File: config.mk
export PLATFORM = sky130hd
export DESIGN_NAME = cam_ctrl
export DESIGN_NICKNAME = d
export VERILOG_FILES = /design/src/rtl/cam_ctrl.sv
export SDC_FILE = /design/constraint.sdc
export NUM_CORES = 1
export LEC_CHECK = 0
export BUFFER_PORTS_ARGS = -buffer_cell sky130_fd_sc_hd__buf_2
export CAP_MARGIN = 20
export CORE_ASPECT_RATIO = 1.75
export CORE_MARGIN = 8
export CORE_UTILIZATION = 50
export CTS_CLUSTER_DIAMETER = 80
export DETAILED_ROUTE_END_ITERATION = 16
export HOLD_SLACK_MARGIN = 0.12
export PLACE_DENSITY = 0.74
export SKIP_LAST_GASP = 1
export SLEW_MARGIN = 0
export SYNTH_ARGS = -nofsm -noshare
export SYNTH_HDL_FRONTEND = slang
export SYNTH_SLANG_ARGS = --single-unit
export TNS_END_PERCENT = 50
File: constraint.sdc
create_clock -name clk -period 6.7 [get_ports clk]
set_clock_uncertainty 0.1 [all_clocks]
set_input_delay 0.67 -clock clk [delete_from_list [all_inputs] [get_ports clk]]
set_output_delay 0.67 -clock clk [all_outputs]
set_load 0.05 [all_outputs]
File: src/rtl/cam_ctrl.sv
// cam_ctrl: command sequencer in front of cam_core.
// Runs LOOKUP / INSERT / DELETE / FLUSH as a search-then-write sequence on
// the CAM ports, keeps a valid bitmap for slot allocation and duplicate
// rejection, and sweeps the CAM clear after reset (the table has no reset).
// All outputs are registered: the combinational block computes the values
// for the next cycle and the state register holds the phase being shown.
// Optional: define CAM_CTRL_STATS_EN to add saturating lookup/hit/full counters.
module cam_ctrl #(
  parameter int DATA_WIDTH = 32,
  parameter int ADDR_WIDTH = 5
) (
  input  logic                  clk,
  input  logic                  reset,
  input  logic                  req_valid,
  output logic                  req_ready,
  input  logic [1:0]            req_op,
  input  logic [DATA_WIDTH-1:0] req_key,
  output logic                  rsp_valid,
  input  logic                  rsp_ready,
  output logic [1:0]            rsp_status,
  output logic [ADDR_WIDTH-1:0] rsp_addr,
  output logic [ADDR_WIDTH:0]   occ_count,
  output logic                  init_done,
  output logic                  cam_we,
  output logic [ADDR_WIDTH-1:0] cam_addr,
  output logic [DATA_WIDTH-1:0] cam_data,
  output logic                  cam_valid,
  output logic [DATA_WIDTH-1:0] lookup_data,
  input  logic [ADDR_WIDTH-1:0] lookup_addr,
  input  logic                  lookup_hit
`ifdef CAM_CTRL_STATS_EN
  ,
  output logic [31:0]           stat_lookups,
  output logic [31:0]           stat_hits,
  output logic [31:0]           stat_full
`endif
);

  localparam int                DEPTH   = 1 << ADDR_WIDTH;
  localparam logic [ADDR_WIDTH:0] DEPTH_C = (ADDR_WIDTH+1)'(DEPTH);

  localparam logic [1:0] OP_LOOKUP = 2'b00;
  localparam logic [1:0] OP_INSERT = 2'b01;
  localparam logic [1:0] OP_DELETE = 2'b10;
  localparam logic [1:0] OP_FLUSH  = 2'b11;

  localparam logic [1:0] RS_OK       = 2'b00;
  localparam logic [1:0] RS_NOTFOUND = 2'b01;
  localparam logic [1:0] RS_DUP      = 2'b10;
  localparam logic [1:0] RS_FULL     = 2'b11;

  typedef enum logic [2:0] {
    ST_INIT   = 3'd0,
    ST_IDLE   = 3'd1,
    ST_SEARCH = 3'd2,
    ST_EVAL   = 3'd3,
    ST_WRITE  = 3'd4,
    ST_FLUSH  = 3'd5,
    ST_RESP   = 3'd6
  } state_t;

  state_t                  state_r, state_nxt_s;
  logic [ADDR_WIDTH:0]     sweep_r, sweep_nxt_s;
  logic [DEPTH-1:0]        bitmap_r, bitmap_nxt_s;
  logic [1:0]              op_r, op_nxt_s;
  logic [DATA_WIDTH-1:0]   key_nxt_s;
  logic                    req_ready_nxt_s;
  logic                    rsp_valid_nxt_s;
  logic [1:0]              rsp_status_nxt_s;
  logic [ADDR_WIDTH-1:0]   rsp_addr_nxt_s;
  logic                    init_done_nxt_s;
  logic                    cam_we_nxt_s;
  logic [ADDR_WIDTH-1:0]   cam_addr_nxt_s;
  logic [DATA_WIDTH-1:0]   cam_data_nxt_s;
  logic                    cam_valid_nxt_s;

  // Lowest-index free slot in the bitmap (0 when the table is full).
  function automatic logic [ADDR_WIDTH-1:0] lowest_free(input logic [DEPTH-1:0] bm);
    logic [ADDR_WIDTH-1:0] idx;
    idx = '0;
    for (int i = DEPTH - 1; i >= 0; i--) begin
      if (!bm[i]) idx = ADDR_WIDTH'(i);
    end
    return idx;
  endfunction

  // Number of set bits; occupancy is always derived from the bitmap.
  function automatic logic [ADDR_WIDTH:0] popcount(input logic [DEPTH-1:0] bm);
    logic [ADDR_WIDTH:0] cnt;
    cnt = '0;
    for (int i = 0; i < DEPTH; i++) begin
      cnt = cnt + (ADDR_WIDTH+1)'(bm[i]);
    end
    return cnt;
  endfunction

  // State, bookkeeping and registered outputs.
  always_ff @(posedge clk or posedge reset) begin
    if (reset) begin
      state_r     <= ST_INIT;
      sweep_r     <= '0;
      bitmap_r    <= '0;
      op_r        <= 2'b00;
      lookup_data <= '0;
      req_ready   <= 1'b0;
      rsp_valid   <= 1'b0;
      rsp_status  <= 2'b00;
      rsp_addr    <= '0;
      occ_count   <= '0;
      init_done   <= 1'b0;
      cam_we      <= 1'b0;
      cam_addr    <= '0;
      cam_data    <= '0;
      cam_valid   <= 1'b0;
    end else begin
      state_r     <= state_nxt_s;
      sweep_r     <= sweep_nxt_s;
      bitmap_r    <= bitmap_nxt_s;
      op_r        <= op_nxt_s;
      lookup_data <= key_nxt_s;
      req_ready   <= req_ready_nxt_s;
      rsp_valid   <= rsp_valid_nxt_s;
      rsp_status  <= rsp_status_nxt_s;
      rsp_addr    <= rsp_addr_nxt_s;
      occ_count   <= popcount(bitmap_nxt_s);
      init_done   <= init_done_nxt_s;
      cam_we      <= cam_we_nxt_s;
      cam_addr    <= cam_addr_nxt_s;
      cam_data    <= cam_data_nxt_s;
      cam_valid   <= cam_valid_nxt_s;
    end
  end

  // Next state and next-cycle output values.
  always_comb begin
    state_nxt_s      = state_r;
    sweep_nxt_s      = sweep_r;
    bitmap_nxt_s     = bitmap_r;
    op_nxt_s         = op_r;
    key_nxt_s        = lookup_data;
    req_ready_nxt_s  = 1'b0;
    rsp_valid_nxt_s  = 1'b0;
    rsp_status_nxt_s = 2'b00;
    rsp_addr_nxt_s   = '0;
    init_done_nxt_s  = init_done;
    cam_we_nxt_s     = 1'b0;
    cam_addr_nxt_s   = '0;
    cam_data_nxt_s   = '0;
    cam_valid_nxt_s  = 1'b0;

    case (state_r)
      ST_INIT, ST_FLUSH: begin
        if (sweep_r == DEPTH_C) begin
          sweep_nxt_s = '0;
          if (state_r == ST_INIT) begin
            state_nxt_s     = ST_IDLE;
            init_done_nxt_s = 1'b1;
            req_ready_nxt_s = 1'b1;
          end else begin
            bitmap_nxt_s     = '0;
            state_nxt_s      = ST_RESP;
            rsp_valid_nxt_s  = 1'b1;
            rsp_status_nxt_s = RS_OK;
          end
        end else begin
          cam_we_nxt_s   = 1'b1;
          cam_addr_nxt_s = sweep_r[ADDR_WIDTH-1:0];
          sweep_nxt_s    = sweep_r + (ADDR_WIDTH+1)'(1);
        end
      end
      ST_IDLE: begin
        if (req_valid) begin
          op_nxt_s  = req_op;
          key_nxt_s = req_key;
          if (req_op == OP_FLUSH) begin
            // First invalidating write goes out with the accept.
            state_nxt_s    = ST_FLUSH;
            cam_we_nxt_s   = 1'b1;
            cam_addr_nxt_s = '0;
            sweep_nxt_s    = (ADDR_WIDTH+1)'(1);
          end else begin
            state_nxt_s = ST_SEARCH;
          end
        end else begin
          req_ready_nxt_s = 1'b1;
        end
      end
      ST_SEARCH: begin
        state_nxt_s = ST_EVAL;
      end
      ST_EVAL: begin
        case (op_r)
          OP_LOOKUP: begin
            state_nxt_s      = ST_RESP;
            rsp_valid_nxt_s  = 1'b1;
            rsp_status_nxt_s = lookup_hit ? RS_OK : RS_NOTFOUND;
            rsp_addr_nxt_s   = lookup_hit ? lookup_addr : '0;
          end
          OP_INSERT: begin
            if (lookup_hit) begin
              state_nxt_s      = ST_RESP;
              rsp_valid_nxt_s  = 1'b1;
              rsp_status_nxt_s = RS_DUP;
              rsp_addr_nxt_s   = lookup_addr;
            end else if (occ_count == DEPTH_C) begin
              state_nxt_s      = ST_RESP;
              rsp_valid_nxt_s  = 1'b1;
              rsp_status_nxt_s = RS_FULL;
            end else begin
              state_nxt_s     = ST_WRITE;
              cam_we_nxt_s    = 1'b1;
              cam_addr_nxt_s  = lowest_free(bitmap_r);
              cam_data_nxt_s  = lookup_data;
              cam_valid_nxt_s = 1'b1;
            end
          end
          OP_DELETE: begin
            if (lookup_hit) begin
              state_nxt_s    = ST_WRITE;
              cam_we_nxt_s   = 1'b1;
              cam_addr_nxt_s = lookup_addr;
            end else begin
              state_nxt_s      = ST_RESP;
              rsp_valid_nxt_s  = 1'b1;
              rsp_status_nxt_s = RS_NOTFOUND;
            end
          end
          default: begin
            state_nxt_s      = ST_RESP;
            rsp_valid_nxt_s  = 1'b1;
            rsp_status_nxt_s = RS_OK;
          end
        endcase
      end
      ST_WRITE: begin
        // The CAM takes the write on this edge; the bitmap follows it.
        state_nxt_s      = ST_RESP;
        rsp_valid_nxt_s  = 1'b1;
        rsp_status_nxt_s = RS_OK;
        rsp_addr_nxt_s   = cam_addr;
        if (op_r == OP_INSERT) begin
          bitmap_nxt_s[cam_addr] = 1'b1;
        end else begin
          bitmap_nxt_s[cam_addr] = 1'b0;
        end
      end
      ST_RESP: begin
        if (rsp_ready) begin
          state_nxt_s     = ST_IDLE;
          req_ready_nxt_s = 1'b1;
        end else begin
          rsp_valid_nxt_s  = 1'b1;
          rsp_status_nxt_s = rsp_status;
          rsp_addr_nxt_s   = rsp_addr;
        end
      end
      default: begin
        state_nxt_s = ST_INIT;
        sweep_nxt_s = '0;
      end
    endcase
  end

`ifdef CAM_CTRL_STATS_EN
  // Saturating usage counters, sampled while the search result is evaluated.
  always_ff @(posedge clk or posedge reset) begin
    if (reset) begin
      stat_lookups <= 32'd0;
      stat_hits    <= 32'd0;
      stat_full    <= 32'd0;
    end else if (state_r == ST_EVAL) begin
      if (op_r == OP_LOOKUP && stat_lookups != 32'hFFFF_FFFF) begin
        stat_lookups <= stat_lookups + 32'd1;
      end
      if (op_r == OP_LOOKUP && lookup_hit && stat_hits != 32'hFFFF_FFFF) begin
        stat_hits <= stat_hits + 32'd1;
      end
      if (op_r == OP_INSERT && !lookup_hit && occ_count == DEPTH_C &&
          stat_full != 32'hFFFF_FFFF) begin
        stat_full <= stat_full + 32'd1;
      end
    end
  end
`endif

endmodule
==> impl_metrics.ini, run 1 <==
[grt]
grt_pass1_vias = 5457
grt_pass1_wl_mm = 28.9
grt_antenna_before_repair = 1
grt_max_degree = 79
grt_util_all_layers = 0.218
grt-ovfl-total = 0

[worst_setup_path]
startpoint_type = flip-flop
critPathSlowestCell = fa_1
cp_common_cell = fa_1
crit_type = reg -> reg
end_kind = flip-flop
critPathBufInv = 5
critPathMaxStageDelay_ns = 0.54
path_max_fanout = 33
path_delay_family = adder cells
cp_data_required_time_ns = 6.90
worstPathArrival_ns = 6.38
crit_chain = inv_1 -> ha_1 -> nand4bb_4 -> o211ai_2 -> nand3_2 -> buf_4 -> o21ai_1 -> a21boi_0 -> fa_1 -> inv_1 -> fa_1 -> fa_1 -> fa_1 -> fa_1 -> fa_1 -> ha_1 -> inv_1 -> fa_1 -> inv_1 -> a21o_1 -> a21oi_1 -> xnor2_1

[timing]
rsz0062_at_grt = no
fmax_mhz = 162
finalHoldViolations = 0
fin_setup_tns_ns = 0
finalMaxSlewViolations = 0
setup_viol = 0
worst_pin_slew_ns = 0.963
period_minus_slack_ns = 6.18
finalCritPeriodShare = 0.923
slew_headroom = 0.358

[logic_synthesis]
synth_top_family_by_area = compound AO/OA/AOI/OAI gates
synth_area_per_cell_um2 = 10.7
ys_seq_elements = 130
synthSimpleGateAreaFrac = 0.137
yosysSeqAreaShare = 0.495
yosys_warnings = 0
syn_area_mm2 = 0.00657
synth_edf_count = 0
async_flop_share = 1.00
synth_flop_cell = dfrtp_1
synthXorXnorAreaFrac = 0.00666
synthCells = 613
ys_types = 63
synthMuxAreaShare = 0.0548
syn_nets = 694
synth-compound-area-share = 0.173
synth_adder_area_share = 0.0978

[clock_tree]
cts_setup_buffers = 0
clk_pin_slew_worst_paths_ns = 0.06
root_buffer = clkbuf_16
cts_buffers = 17
clock-sinks = 130
post_cts_resized = 0
htreeDepth = 4
worstSkewPairLatency_ns = 0.41
tritoncts = yes
cts_buffer_depth = 2
hold_buffers = 0

[route]
via_count = 5410
dr.pass1.iters = 5
avgViaCountPerCell = 5.80
ant_nets = 0
wire_per_inst_um = 19.6
postRouteWirelength_mm = 18.3
drc = 0
drtIter0Drc = 325

[hold_path]
hold_path_class = in -> async

[place]
place_area_mm2 = 0.00741
dp_cells = 899
hpwl_mm = 13.8
io_buffers = 130
place_congestion = 0.921

[power]
vdd_drop_max_v = 0.000183
power_mw = 3.53
leakage_nw = 3.97
powerDensity_mw_per_mm2 = 440

[cells_and_area]
syn_to_final_growth_pct = 21.9
stdcell_count = 932
utilization = 0.623
fin_nets = 828
post-route-cell-area_mm2 = 0.00801
drive_gt1_frac = 0.293

[flow_run]
drv_cap = 0

[floorplanning]
ios = 131
die_h_um = 168
start_util = 0.511
fp-row-count = 55
die_area_mm2 = 0.0172
die_w_um = 103
core_mm2 = 0.0129

[outcome]
status = finished, final reports clean
-- layer usage --
layer  vias to the layer above  routed length [µm]  part of all wire  GRT usage
met5                         -                   0                 0          0
met2                       278                9810              0.54      0.388
met4                         0                 628             0.034      0.106
met3                        46                1540             0.084     0.0444
met1                      2636                6330              0.35      0.234
li1                       2450                   -                 -          -
-- placed cells by master, fill, tap and decap left out, types with 15 or more instances in the layout --
cell and count:
inv_1 28, and2_1 37, nand3_1 15, nor2_1 20, a21oi_1 49, fa_1 24
o21ai_1 18, mux2_2 32, dfrtp_1 130, nand2_1 39, clkbuf_16 17, buf_2 130
o21ai_0 66
-- synth_stat cells, types with 5 or more instances --
master,count,area share
a21oi_1,49,0.037
and2_1,37,0.035
a22oi_1,5,0.0057
mux2_2,32,0.055
buf_2,11,0.0084
o21ai_0,66,0.050
nand4_1,9,0.0086
fa_1,24,0.073
nand3_1,15,0.011
ha_1,13,0.025
inv_1,29,0.017
and3_1,5,0.0048
o21ai_1,18,0.014
o21a_1,10,0.011
nand2_1,39,0.022
nand3b_1,5,0.0057
a31oi_1,6,0.0057
clkbuf_1,12,0.0069
nor2_1,20,0.011
xnor2_1,5,0.0067
nor2b_1,6,0.0057
dfrtp_1,130,0.49
-- state kept, by name, summed over array words and instances, names as in the netlist --
| register | count |
|---|---|
| cam_valid | 1 |
| occ_count | 6 |
| rsp_valid | 1 |
| cam_addr | 5 |
| init_done | 1 |
| rsp_status | 2 |
| cam_we | 1 |
| lookup_data | 32 |
| cam_data | 32 |
| sweep_r | 6 |
| bitmap_r | 32 |
| op_r | 2 |
| rsp_addr | 5 |
| req_ready | 1 |
| state_r | 3 |
-- power breakdown --
part,internal [mW],switching [mW],total (mW)
clock,0.558,0.376,0.933
sequential,0.961,0.174,1.14
combinational,0.434,1.03,1.46
total,1.95,1.58,3.53
-- kinds of logic after synthesis --
group / count (synthesis)
compound gates: 191
simple gates: 161
flops: 130
buf+inv: 57
fa+ha+maj: 37
mux: 32
xor+xnor: 5
-- path summary, 6_finish.rpt --
path / end / startpoint / slack (ns) / cells past startpoint
setup / recovery: occ_count[4] / sweep_r[0] / 0.52 / 22
hold / removal: lookup_data[8] / reset / 0.26 / 2
setup reg to reg: occ_count[4] / sweep_r[0] / 0.52 / 22
hold reg to reg: rsp_status[0] / rsp_status[0] / 0.38 / 2
max in group asynchronous: bitmap_r[1] / reset / 4.82 / 3
min in group clk: rsp_status[0] / rsp_status[0] / 0.38 / 2
-- stage by stage --
stage,hold slack [ns],worst slack [ns]
2_1_floorplan,0.378,0.931
3_3_place_gp,0.356,0.662
3_5_place_dp,0.368,0.538
4_1_cts,0.282,0.516
5_1_grt,0.323,0.168
6_report,0.263,0.517
-- worst register-to-register path, delay by kind of cell, from the launching register on --
kind,cells,cell delay [ns]
AOI/OAI and AO/OA,5,0.93
DFF,1,0.40
adders and majority gates,9,3.72
buffers and inverters,5,0.58
and+or+nand+nor,2,0.24
xor gates and xnor gates,1,0.12
-- area by class of cell --
type / instances / area (µm²)
sequential: 130 / 3250
clock buffer: 17 / 425
fill: 1050 / 4850
antenna: 1 / 2.50
timing repair buffer: 143 / 748
tap: 171 / 214
clock inverter: 15 / 173
multi-input combinational: 426 / 3090
inverter: 29 / 111
No activity file was read; power rests on OpenSTA's default activity.
==> run 2: changes to the inputs <==
Settings changed: REMOVE_ABC_BUFFERS set to 1.
==> impl_metrics.ini, run 2 (synthesized netlist as in run 1, its figures left out) <==
[outcome]
status = finished, final reports clean

[flow_run]
drv_cap = 0

[clock_tree]
worstSkewPairLatency_ns = 0.42
clock-sinks = 130
hold_buffers = 0
cts_buffer_depth = 2
tritoncts = yes
cts_setup_buffers = 0
clk_pin_slew_worst_paths_ns = 0.06
root_buffer = clkbuf_16
htreeDepth = 4
cts_buffers = 17
post_cts_resized = 0

[route]
wire_per_inst_um = 19.9
wl_met2_mm = 9.51
via_count = 5346
ant_nets = 0
postRouteWirelength_mm = 18.6
highest_layer = met4
dr.pass1.iters = 5
drtIter0Drc = 245
drc = 0
wl_met3_mm = 1.51
avgViaCountPerCell = 5.73
met1_length_mm = 6.61

[grt]
grt_pass1_wl_mm = 28.9
grt-ovfl-total = 0
grt_pass1_vias = 5474
grt_util_all_layers = 0.222
grt_antenna_before_repair = 0
grt_max_degree = 70

[floorplanning]
die_h_um = 168
die_area_mm2 = 0.0172
start_util = 0.511
fp-row-count = 55
ios = 131
die_w_um = 103
core_mm2 = 0.0129

[worst_setup_path]
critPathSlowestCell = fa_1
worstPathArrival_ns = 6.33
cp_data_required_time_ns = 6.91
startpoint_type = flip-flop
cp_common_cell = fa_1
end_kind = flip-flop
path_max_fanout = 33
crit_type = reg -> reg
path_delay_family = adder cells
critPathBufInv = 5
crit_chain = inv_1 -> ha_1 -> nand4bb_4 -> o211ai_2 -> nand3_2 -> buf_4 -> o21ai_1 -> a21boi_0 -> fa_1 -> inv_1 -> fa_1 -> fa_1 -> fa_1 -> fa_1 -> fa_1 -> ha_1 -> inv_1 -> fa_1 -> inv_1 -> a21o_1 -> a21oi_1 -> xnor2_1
critPathMaxStageDelay_ns = 0.55

[place]
place_area_mm2 = 0.00743
io_buffers = 130
place_congestion = 0.937
hpwl_mm = 14.1

[power]
powerDensity_mw_per_mm2 = 435
p_sw_frac = 0.457
combPwrFrac = 0.420
power_mw = 3.48
clkPwrFrac = 0.254
power.switching_mw = 1.59
vdd_drop_max_v = 0.000176
leakage_nw = 3.98
power_frac_seq = 0.326
p_int_mw = 1.89

[cells_and_area]
layout_common_cells = 130 x dfrtp_1, 130 x buf_2, 66 x o21ai_0
post-route-cell-area_mm2 = 0.00800
diodes = 0
reg_top3 = bitmap_r x32, cam_data x32, lookup_data x32
drive_gt1_frac = 0.295
fin_nets = 830
syn_to_final_growth_pct = 21.6

[timing]
finalCritPeriodShare = 0.914
fmax_mhz = 163
fin_setup_tns_ns = 0
finalMaxSlewViolations = 0
slew_headroom = 0.409
rsz0062_at_grt = no
setup_viol = 0
period_minus_slack_ns = 6.12
worst_pin_slew_ns = 0.887
finalHoldViolations = 0

[hold_path]
hold_path_class = in -> async
==> run 2: power by group through the flow <==
| stage | combinational (mW) | clock [mW] | sequential (mW) |
|---|---|---|---|
| final | 1.46 | 0.884 | 1.14 |
| after detailed placement | 1.46 | 0 | 1.14 |
| after global routing | 1.56 | 0.936 | 1.16 |
| after floorplan | 0.583 | 0 | 1.59 |
| after CTS | 1.47 | 0.901 | 1.13 |
| after global placement | 1.44 | 0 | 1.14 |
==> run 2: stage by stage <==
step	utilization	setup WS (ns)	std cells	hold WS, ns
final	0.621	0.576	933	0.270
after detailed placement	0.577	0.560	901	0.373
after global routing	0.621	0.137	933	0.352
after CTS	0.621	0.554	933	0.307
after floorplan	-	0.818	585	0.378
after global placement	0.577	0.717	901	0.366
==> run 2: layout make-up <==
| type | count | area [µm²] |
|---|---|---|
| tap | 171 | 214 |
| multi-input combinational | 426 | 3090 |
| fill | 1064 | 4870 |
| sequential | 130 | 3250 |
| inverter | 29 | 111 |
| timing repair buffer | 145 | 763 |
| clock inverter | 15 | 141 |
| clock buffer | 17 | 425 |
==> run 2: layer usage <==
metal | up-vias | global-route usage
met5 | - | 0
met4 | 0 | 0.151
met3 | 51 | 0.0498
met2 | 237 | 0.376
met1 | 2611 | 0.235
li1 | 2447 | -
==> run 2: worst paths after layout <==
path	depth (start not counted)	start	to	slack, ns
max	22	sweep_r[0]	occ_count[4]	0.58
min in group clk	2	req_key[0]	lookup_data[0]	0.38
max in group asynchronous	3	reset	cam_addr[1]	4.85
max reg2reg	22	sweep_r[0]	occ_count[4]	0.58
min	2	reset	lookup_data[25]	0.27
min reg2reg	1	init_done	init_done	0.38
